--- src/rtl/down_timer_pkg.sv ---
//------------------------------------------------------------------------------
// down_timer_pkg : shared state encoding and default widths for the timer.
// Rev 1.0
//------------------------------------------------------------------------------
`default_nettype none

package down_timer_pkg;

  localparam int DEF_WIDTH = 4;
  localparam int DEF_PRE_W = 8;

  typedef enum logic [1:0] {
    ST_IDLE    = 2'd0,
    ST_RUN     = 2'd1,
    ST_PAUSE   = 2'd2,
    ST_EXPIRED = 2'd3
  } state_e;

endpackage

`default_nettype wire

--- src/rtl/down_timer_ctrl_tick_prescaler.sv ---
//------------------------------------------------------------------------------
// tick_prescaler : counts 0..prescale while enabled and pulses tick on the last.
// Rev 1.0
//------------------------------------------------------------------------------
`default_nettype none

module tick_prescaler
  import down_timer_pkg::*;
#(
  parameter int PRE_W = DEF_PRE_W
) (
  input  logic             clk,
  input  logic             reset,
  input  logic             en,
  input  logic             clr,
  input  logic [PRE_W-1:0] prescale,
  output logic             tick
);

  localparam logic [PRE_W-1:0] C_ONE = PRE_W'(1);

  logic [PRE_W-1:0] cnt_q;
  logic [PRE_W-1:0] cnt_d;

  // prescale is compared live, so a new period takes effect mid-count.
  assign tick = en && (cnt_q == prescale);

  always_comb begin
    cnt_d = cnt_q;
    if (clr || tick) begin
      cnt_d = '0;
    end else if (en) begin
      cnt_d = cnt_q + C_ONE;
    end
  end

  always_ff @(posedge clk) begin
    if (reset) begin
      cnt_q <= '0;
    end else begin
      cnt_q <= cnt_d;
    end
  end

endmodule

`default_nettype wire

--- src/rtl/down_timer_ctrl.sv ---
//------------------------------------------------------------------------------
// down_timer_ctrl : programmable countdown timer sequencer with pause,
//                   auto-reload, one-cycle done pulse and sticky irq.
// Rev 1.0
//------------------------------------------------------------------------------
`default_nettype none

module down_timer_ctrl
  import down_timer_pkg::*;
#(
  parameter int WIDTH = DEF_WIDTH,
  parameter int PRE_W = DEF_PRE_W
) (
  input  logic             clk,
  input  logic             reset,
  input  logic             start,
  input  logic             stop,
  input  logic             pause,
  input  logic             auto_reload,
  input  logic [WIDTH-1:0] reload_val,
  input  logic [PRE_W-1:0] prescale,
  input  logic             irq_ack,
  output logic [WIDTH-1:0] count,
  output logic             busy,
  output logic             paused,
  output logic             done,
  output logic             irq
);

  localparam logic [WIDTH-1:0] C_ONE = WIDTH'(1);

  state_e           state_q, state_d;
  logic [WIDTH-1:0] count_q, count_d;
  logic             irq_q, irq_d;
  logic             done_q;
  logic             expiry;
  logic             tick;

  tick_prescaler #(
    .PRE_W (PRE_W)
  ) u_prescaler (
    .clk      (clk),
    .reset    (reset),
    .en       (state_q == ST_RUN),
    .clr      (start || stop),
    .prescale (prescale),
    .tick     (tick)
  );

  // Priority: stop, then start, then the per-state behaviour.
  always_comb begin
    state_d = state_q;
    count_d = count_q;
    expiry  = 1'b0;
    if (stop) begin
      state_d = ST_IDLE;
    end else if (start) begin
      state_d = ST_RUN;
      count_d = reload_val;
    end else begin
      case (state_q)
        ST_RUN: begin
          state_d = pause ? ST_PAUSE : ST_RUN;
          if (tick) begin
            if (count_q == '0) begin
              expiry = 1'b1;
              if (auto_reload) begin
                count_d = reload_val;
              end else begin
                state_d = ST_EXPIRED;
              end
            end else begin
              count_d = count_q - C_ONE;
            end
          end
        end
        ST_PAUSE: begin
          if (!pause) begin
            state_d = ST_RUN;
          end
        end
        default: begin
          state_d = state_q;
        end
      endcase
    end
  end

  // A fresh expiry wins over a coincident acknowledge.
  always_comb begin
    irq_d = irq_q;
    if (expiry) begin
      irq_d = 1'b1;
    end else if (irq_ack) begin
      irq_d = 1'b0;
    end
  end

  always_ff @(posedge clk) begin
    if (reset) begin
      state_q <= ST_IDLE;
      count_q <= '1;
      irq_q   <= 1'b0;
      done_q  <= 1'b0;
    end else begin
      state_q <= state_d;
      count_q <= count_d;
      irq_q   <= irq_d;
      done_q  <= expiry;
    end
  end

  assign count  = count_q;
  assign busy   = (state_q == ST_RUN) || (state_q == ST_PAUSE);
  assign paused = (state_q == ST_PAUSE);
  assign done   = done_q;
  assign irq    = irq_q;

endmodule

`default_nettype wire

--- config.mk ---
export PLATFORM = sky130hd
export DESIGN_NAME = down_timer_ctrl
export DESIGN_NICKNAME = d
export VERILOG_FILES = /design/src/rtl/down_timer_pkg.sv /design/src/rtl/down_timer_ctrl_tick_prescaler.sv /design/src/rtl/down_timer_ctrl.sv
export SDC_FILE = /design/constraint.sdc
export NUM_CORES = 1
export LEC_CHECK = 0
export CAP_MARGIN = 20
export CORE_MARGIN = 3
export CORE_UTILIZATION = 37
export DETAILED_ROUTE_END_ITERATION = 10
export HOLD_SLACK_MARGIN = 0.02
export PLACE_DENSITY = 0.73
export SLEW_MARGIN = 20
export SYNTH_ARGS = -nofsm -noshare
export SYNTH_HDL_FRONTEND = slang
export SYNTH_SLANG_ARGS = --single-unit
--- constraint.sdc ---
create_clock -name clk -period 3.63 [get_ports clk]
set_clock_uncertainty 0.2 [all_clocks]
set_input_delay 0.726 -clock clk [delete_from_list [all_inputs] [get_ports clk]]
set_output_delay 0.726 -clock clk [all_outputs]
set_load 0.02 [all_outputs]
==> metrics.yaml, run 1 <==
final_cell_mix: "clkdlybuf4s50_1, dfxtp_1, nor2_1"
status: "complete, no violations"
critPathKind: "flip-flop to output port"
totalWireLength_mm: 1.99
fmax_mhz: 390
drt_iter0_drc: 16
die_area_sq_um: 3310
synth_seq_area_share_pct: 32.6
cts_tree: "built"
utilization_pct: 51.8
netlist_area_sq_um: 983
cts_resized: 0
setup_viol: 0
drive_above_1_share_pct: 9.29
relSlewSlack_pct: 73.3
avgSynthCellArea_sq_um: 8.70
clk_pin_slew_ps: 90
overflow: 0
die_y_um: 57.6
grt_pass1_vias: 817
grt_pass1_wl_mm: 3.45
final_common_cell: "clkdlybuf4s50_1"
die_x_um: 57.6
crit_buf_inv: 3
gp_congestion: 0.812
synth_cells: 113
slew_violations: 0
arrival_ps: 1640
worstPathMaxFanout: 3
fin_crit_ps: 2560
synth_top_area_share_pct: 32.6
cts.sinks: 16
hpwl_mm: 1.67
core_sq_um: 2500
clk_root_buffer_cell: "clkbuf_4"
core.rowCount: 18
hold_buffers: 0
fin_setup_tns_ps: 0
cellPowerDensity_nw_per_um2: 286
critPathCaptureType: "output port"
cap_viol_max_count: 0
hold_violations: 0
worstHoldPathType: "flip-flop to flip-flop"
n_antenna_cell: 0
placement.io_buffers: 26
crit_chain: "inv_1, ha_1, inv_1, clkdlybuf4s50_1"
startpoint_type: "flip-flop"
drt_pass1_iterations: 4
cts_setup_buffers: 0
clk_latency_ps: 280
cts_buffers: 3
antenna_found_initial: 0
wire_per_inst_um: 11.7
critPathTopFamily: "buffers and inverters"
peakVddDrop_v: 0.000196
synth_cell_types: 41
leakage_nw: 0.518
yosys.area.top_type: "dfxtp_1"
slowest_delay_ps: 590
syn_to_final_growth_pct: 31.7
p_total_uw: 371
vias: 874
cts_max_path_buffers: 2
nets: 165
ioPinCount: 27
antenna_left: 0
required_ps: 2700
start_util_pct: 39.3
fin_crit_sh_pct: 70.6
tightest_slew_ps: 390
syn_nets: 137
avgViaCountPerCell: 5.14
yosysWarnings: 0
ff2ff_setup_slack_ps: 1590
rsz0062_at_grt: "no"
grt_max_degree: 10
crit_top_cell: "inv_1"
drc: 0
ys_ff_latch: 16
grt_use_total_pct: 13.0
ys_top_cells_by_area: "dfxtp_1, xor2_1, ha_1"
cts_htree_levels: 1
slowest_stage: "clkdlybuf4s50_1"
-- where the power goes --
part	leakage, nW	switching, mW	internal (mW)
clock	0.0210	0.0541	0.0610
combinational	0.367	0.0312	0.0386
sequential	0.130	0.00601	0.180
total	0.518	0.0913	0.280
-- cell usage after synthesis, drive strengths merged --
cell type	instances
dfxtp	16
nor2	14
xor2	11
inv	8
nand2	7
ha	5
nand3	4
nand4	4
nor3	4
nor4	4
xnor2	4
a21oi	3
o21ai	3
and3	2
and4	2
buf	2
nor3b	2
or2b	2
a2111oi	1
a21o	1
a221o	1
a311oi	1
a31oi	1
and2b	1
clkbuf	1
mux2i	1
nand2b	1
nor2b	1
o211ai	1
o221ai	1
o311a	1
o31a	1
or3	1
or3b	1
-- sequential cells by signal (all words and copies together) (netlist names) --
name / flops
u_prescaler.cnt_q: 8
count: 4
state_q: 2
done: 1
irq: 1
-- metrics by stage --
stage | setup slack, ps | instance area [sq um] | cells | hold WS (ps)
floorplan | 1600 | 983 | 113 | 298
global placement | 1130 | 1260 | 166 | 233
detailed placement | 1090 | 1260 | 166 | 245
CTS | 1060 | 1290 | 170 | 267
global route | 1020 | 1290 | 170 | 299
finish | 1070 | 1290 | 170 | 262
-- final timing paths --
kind,from,end,depth (start not counted)
max reg2reg,count[0]$_SDFFE_PP1P_,count[0]$_SDFFE_PP1P_,7
min,irq$_SDFFE_PP0P_,irq$_SDFFE_PP0P_,1
min reg2reg,irq$_SDFFE_PP0P_,irq$_SDFFE_PP0P_,1
max,state_q[0]$_SDFFE_PP0P_,busy,4
-- kinds of logic (layout without fill, tap and decap cells) --
kind of cell,after synthesis,in the layout,share of synthesized area (%)
AND/OR/NAND/NOR,50,50,30.2
flip-flops,16,16,32.6
AO/OA/AOI/OAI,15,15,11.2
XOR/XNOR,15,15,13.4
buffers and inverters,11,38,5.34
adder cells (fa/ha/maj),5,5,6.36
multiplexers,1,1,1.02
-- layer usage --
metal | GRT usage [%] | up-vias | wire length [um] | share of wire, %
met4 | 3.97 | 0 | 6 | 0.30
met2 | 22.1 | 23 | 965 | 49
met5 | 0 | - | 0 | 0
met1 | 16.2 | 395 | 883 | 44
li1 | - | 454 | - | -
met3 | 2.94 | 2 | 130 | 6.5
-- final cells by class --
cell class | count | area, sq um
Sequential cell | 16 | 320
Timing Repair Buffer | 26 | 260
Tap cell | 30 | 37.5
Inverter | 8 | 30.0
Clock buffer | 4 | 36.3
Multi-Input combinational cell | 86 | 611
Fill cell | 254 | 1200
Note: power is estimated with default switching activity, not from simulation.
==> run 2, diff against run 1 <==
==> constraint.sdc (replaced) <==
create_clock -name clk -period 2.55 [get_ports clk]
set_clock_uncertainty 0.2 [all_clocks]
set_input_delay 0.51 -clock clk [delete_from_list [all_inputs] [get_ports clk]]
set_output_delay 0.51 -clock clk [all_outputs]
set_load 0.02 [all_outputs]
==> metrics.yaml, run 2 (synthesis results as in run 1) <==
rsz0062_at_grt: "no"  # unchanged
rr_startpoint: "count[0]$_SDFFE_PP1P_"  # unchanged
die_x_um: 57.6  # unchanged
die_area_sq_um: 3310  # unchanged
syn_to_final_growth_pct: 32.4  # was 31.7%
hold_violations: 0  # unchanged
pwr-share-seq_pct: 49.3  # was 50.1%
placement.io_buffers: 26  # unchanged
nets: 166  # was 165
status: "complete, no violations"  # unchanged
cap_viol_max_count: 0  # unchanged
start_util_pct: 39.3  # unchanged
leakage_nw: 0.522  # was 0.518 nW
p_comb_share_pct: 19.2  # was 18.8%
worstPathMaxFanout: 3  # unchanged
cts_buffers: 3  # unchanged
holdWs_ps: 260  # was 262 ps
clk_latency_ps: 290  # was 280 ps
overflow: 0  # unchanged
cts.sinks: 16  # unchanged
critPathCaptureType: "output port"  # unchanged
vias: 907  # was 874
antenna_found_initial: 0  # unchanged
cts_htree_levels: 1  # unchanged
cts_resized: 0  # unchanged
r2r_cells: 7  # unchanged
n_antenna_cell: 0  # unchanged
intPower_uw: 399  # was 280 uW
relSlewSlack_pct: 74.2  # was 73.3%
cts_max_path_buffers: 2  # unchanged
hold_buffers: 0  # unchanged
setup_viol: 0  # unchanged
rr_endpoint: "count[0]$_SDFFE_PP1P_"  # unchanged
ioPinCount: 27  # unchanged
required_ps: 1840  # was 2700 ps
clk_pin_slew_ps: 90  # about the same
largest_reg_flops: 8  # unchanged
gp_congestion: 0.807  # was 0.812
drt_pass1_iterations: 4  # unchanged
final_cell_mix: "clkdlybuf4s50_1, dfxtp_1, nor2_1"  # unchanged
critPathKind: "flip-flop to output port"  # unchanged
drt_iter0_drc: 12  # was 16
cts_setup_buffers: 0  # unchanged
fin_crit_ps: 2370
wire_per_inst_um: 13.4  # was 11.7 um
max_flop_register: "u_prescaler.cnt_q"  # unchanged
hp-start: "irq$_SDFFE_PP0P_"  # unchanged
clk_root_buffer_cell: "clkbuf_4"  # unchanged
hpwl_mm: 1.81  # was 1.67 mm
avgViaCountPerCell: 5.30  # was 5.14
drive_above_1_share_pct: 9.93  # was 9.29%
fin_crit_sh_pct: 92.9
ff2ff_setup_slack_ps: 510  # was 1590 ps
grt_pass1_wl_mm: 4.10  # was 3.45 mm
grt_max_degree: 10  # unchanged
grt_use_total_pct: 16.0  # was 13.0%
hold-path-cell-count: 1  # unchanged
p_clk_share_pct: 31.5  # was 31.0%
startpoint_type: "flip-flop"  # unchanged
antenna_left: 0  # unchanged
arrival_ps: 1660  # was 1640 ps
drc: 0  # unchanged
switching_share_pct: 25.7  # was 24.6%
die_y_um: 57.6  # unchanged
peakVddDrop_v: 0.000329  # was 0.000196 V
p_sw_uw: 138  # was 91.3 uW
min_to: "irq$_SDFFE_PP0P_"  # unchanged
grt_pass1_vias: 933  # was 817
core.rowCount: 18  # unchanged
worstHoldPathType: "flip-flop to flip-flop"  # unchanged
fmax_mhz: 422
cellPowerDensity_nw_per_um2: 413  # was 286 nW/um^2
core_sq_um: 2500  # unchanged
final_common_cell: "clkdlybuf4s50_1"  # unchanged
tightest_slew_ps: 378  # was 390 ps
cts_tree: "built"  # unchanged
fin_setup_tns_ps: 0  # unchanged
slew_violations: 0  # unchanged
totalWireLength_mm: 2.29  # was 1.99 mm
==> run 2: cell count changes in the layout (fill, tap and decap cells not counted) <==
| cell | before | now |
|---|---|---|
| buf_4 | 0 | 1 |
==> run 2: power groups by stage <==
stage / Clock, mW / Sequential [mW] / Combinational [mW]
after global placement: 0 / 0.270 / 0.100
after detailed placement: 0 / 0.271 / 0.103
after floorplan: 0 / 0.274 / 0.0465
after global routing: 0.185 / 0.266 / 0.113
after CTS: 0.177 / 0.265 / 0.104
final: 0.169 / 0.265 / 0.103
==> run 2: stage by stage <==
stage	utilization (%)	setup slack, ps	instance area (sq um)	power, mW	cells
after floorplan	-	521	983	0.321	113
after CTS	52.1	169	1300	0.545	171
after detailed placement	50.7	229	1270	0.374	167
after global placement	50.7	266	1270	0.371	167
after global routing	52.1	114	1300	0.564	171
final	52.1	180	1300	0.537	171
==> run 2: worst max-delay path by stage <==
stage / from / to / slack (ps) / depth (start not counted)
final: state_q[0]$_SDFFE_PP0P_ / busy / 180 / 4
after global routing: state_q[0]$_SDFFE_PP0P_ / busy / 110 / 4
after CTS: state_q[0]$_SDFFE_PP0P_ / busy / 170 / 4
after detailed placement: prescale[0] / count[0]$_SDFFE_PP1P_ / 230 / 6
after global placement: prescale[6] / count[0]$_SDFFE_PP1P_ / 270 / 6
after floorplan: count[0]$_SDFFE_PP1P_ / count[0]$_SDFFE_PP1P_ / 520 / 7
==> run 2: layout make-up <==
class	count	area (sq um)
multi-input cells	86	611
fillers	252	1200
flip-flops and latches	16	320
clock buffers	4	36.3
repair buffers	27	268
well taps	30	37.5
inverters	8	30.0
==> run 2: routing by layer <==
layer  vias to the layer above  track usage [%]  share of wire, %  routed length, um
met5                         -                0                 0                  0
li1                        457                -                 -                  -
met3                         6             4.07               7.0                161
met4                         0             9.27               2.1                 48
met1                       417             18.0                40                910
met2                        27             26.9                51               1170
==> run 2: critical path: stages (launching register included) <==
cell and delay [ps]:
dfxtp_1 390, inv_1 60, ha_1 280, inv_1 50
clkdlybuf4s50_1 590
==> run 3, diff against run 2 <==
--- a/config.mk
+++ b/config.mk
@@ -7,10 +7,11 @@
 export LEC_CHECK = 0
 export CAP_MARGIN = 20
 export CORE_MARGIN = 3
-export CORE_UTILIZATION = 37
+export CORE_UTILIZATION = 30
 export DETAILED_ROUTE_END_ITERATION = 10
 export HOLD_SLACK_MARGIN = 0.02
-export PLACE_DENSITY = 0.73
+export PLACE_DENSITY = 0.63
+export REMOVE_ABC_BUFFERS = 1
 export SLEW_MARGIN = 20
 export SYNTH_ARGS = -nofsm -noshare
 export SYNTH_HDL_FRONTEND = slang
==> metrics.yaml, run 3 (synthesis results as in run 1) <==
status: "complete, no violations"  # unchanged
regArea_sq_um: 320  # unchanged
grt_pass1_vias: 857  # was 933
p_comb_share_pct: 19.2  # about the same
max_flop_register: "u_prescaler.cnt_q"  # unchanged
hold_buffers: 0  # unchanged
grt_max_degree: 10  # unchanged
critPathCaptureType: "output port"  # unchanged
worstPathMaxFanout: 3  # unchanged
vias: 869  # was 907
largest_reg_flops: 8  # unchanged
slowest_delay_ps: 590  # about the same
antenna_left: 0  # unchanged
slew_violations: 0  # unchanged
die_x_um: 63.3  # was 57.6 um
setup_viol: 0  # unchanged
intPower_uw: 399  # about the same
grt_pass1_wl_mm: 3.73  # was 4.10 mm
leakage_nw: 0.522  # unchanged
fin_crit_sh_pct: 91.7  # was 92.9%
crit_top_cell: "inv_1"  # unchanged
worstHoldPathType: "flip-flop to flip-flop"  # unchanged
tightest_slew_ps: 384  # was 378 ps
die_y_um: 63.3  # was 57.6 um
p_sw_uw: 129  # was 138 uW
placed_area_sq_um: 1280  # was 1270 sq um
cts_max_path_buffers: 2  # unchanged
multi_input_area_sq_um: 611  # unchanged
syn_to_final_growth_pct: 34.2  # was 32.4%
cts_buffers: 3  # unchanged
startpoint_type: "flip-flop"  # unchanged
start_util_pct: 32.0  # was 39.3%
rsz0062_at_grt: "no"  # unchanged
drt_pass1_iterations: 3  # was 4
cts.sinks: 16  # unchanged
clk_latency_ps: 280  # was 290 ps
pwr-share-seq_pct: 50.1  # was 49.3%
stdcell_area_sq_um: 1320  # was 1300 sq um
crit_chain: "inv_1, ha_1, inv_1, clkdlybuf4s50_1"  # unchanged
fmax_mhz: 427  # was 422 MHz
cap_viol_max_count: 0  # unchanged
cts_htree_levels: 1  # unchanged
fin_setup_tns_ps: 0  # unchanged
pre_cts_ws_ps: 235  # was 229 ps
switching_share_pct: 24.5  # was 25.7%
core_sq_um: 3080  # was 2500 sq um
drive_above_1_share_pct: 9.93  # unchanged
nets: 166  # unchanged
gp_congestion: 0.822  # was 0.807
final_common_cell: "clkdlybuf4s50_1"  # unchanged
p_clk_share_pct: 30.7  # was 31.5%
totalWireLength_mm: 2.06  # was 2.29 mm
slowest_stage: "clkdlybuf4s50_1"  # unchanged
hpwl_mm: 1.72  # was 1.81 mm
die_area_sq_um: 4000  # was 3310 sq um
hold_violations: 0  # unchanged
grt_use_total_pct: 11.4  # was 16.0%
clk_root_buffer_cell: "clkbuf_4"  # unchanged
fin_crit_ps: 2340  # was 2370 ps
fin_ws_ps: 210  # was 180 ps
drc: 0  # unchanged
avgViaCountPerCell: 4.70  # was 5.30
core.rowCount: 20  # was 18
drt_iter0_drc: 25  # was 12
critPathKind: "flip-flop to output port"  # unchanged
relSlewSlack_pct: 73.7  # was 74.2%
nFillCells: 321  # was 252
peakVddDrop_v: 0.000247  # was 0.000329 V
ioPinCount: 27  # unchanged
final_cell_mix: "clkdlybuf4s50_1, dfxtp_1, nor2_1"  # unchanged
antenna_found_initial: 0  # unchanged
cellPowerDensity_nw_per_um2: 400  # was 413 nW/um^2
cts_resized: 0  # unchanged
cts_setup_buffers: 0  # unchanged
wire_per_inst_um: 11.1  # was 13.4 um
required_ps: 1840  # about the same
arrival_ps: 1630  # was 1660 ps
n_antenna_cell: 0  # unchanged
cts_tree: "built"  # unchanged
overflow: 0  # unchanged
clk_pin_slew_ps: 90  # about the same
placement.io_buffers: 26  # unchanged
run 3: metrics by stage:
| stage | hold WS (ps) | instances | util, % | power (mW) |
|---|---|---|---|---|
| 6_report | 263 | 185 | 42.9 | 0.528 |
| 3_5_place_dp | 250 | 181 | 41.7 | 0.372 |
| 2_1_floorplan | 298 | 110 | - | 0.317 |
| 3_3_place_gp | 237 | 181 | 41.7 | 0.371 |
| 4_1_cts | 272 | 185 | 42.9 | 0.538 |
| 5_1_grt | 323 | 185 | 42.9 | 0.559 |
run 3: final cells by class:
type | instances | share of cell area, %
sequential | 16 | 24.3
multi-input combinational | 86 | 46.3
inverter | 8 | 2.27
tap | 44 | 4.17
timing repair buffer | 27 | 20.3
clock buffer | 4 | 2.75
run 3: metal layers:
layer  share of wire (%)  GRT usage, %
met1                  48          14.3
met2                  46          19.0
met3                 5.8          2.14
met4                0.83          4.58
met5                   0             0
run 3: worst paths after layout:
| path | startpoint | slack [ps] | to | depth (start not counted) |
|---|---|---|---|---|
| setup reg to reg | count[0]$_SDFFE_PP1P_ | 520 | count[0]$_SDFFE_PP1P_ | 7 |
| hold / removal | irq$_SDFFE_PP0P_ | 260 | irq$_SDFFE_PP0P_ | 1 |
| hold reg to reg | irq$_SDFFE_PP0P_ | 260 | irq$_SDFFE_PP0P_ | 1 |
| setup / recovery | state_q[0]$_SDFFE_PP0P_ | 210 | busy | 4 |
run 3: power by group through the flow:
| stage | clock network [mW] | logic [mW] | registers (mW) |
|---|---|---|---|
| 5_1_grt | 0.182 | 0.110 | 0.266 |
| 2_1_floorplan | 0 | 0.0425 | 0.274 |
| 4_1_cts | 0.170 | 0.102 | 0.265 |
| 6_report | 0.162 | 0.101 | 0.265 |
| 3_5_place_dp | 0 | 0.102 | 0.271 |
| 3_3_place_gp | 0 | 0.101 | 0.270 |
run 3: critical path: cells and delay by family (launching register included):
| family | cells | cell delay [ps] |
|---|---|---|
| buf+inv | 3 | 700 |
| flops | 1 | 380 |
| fa+ha+maj | 1 | 280 |
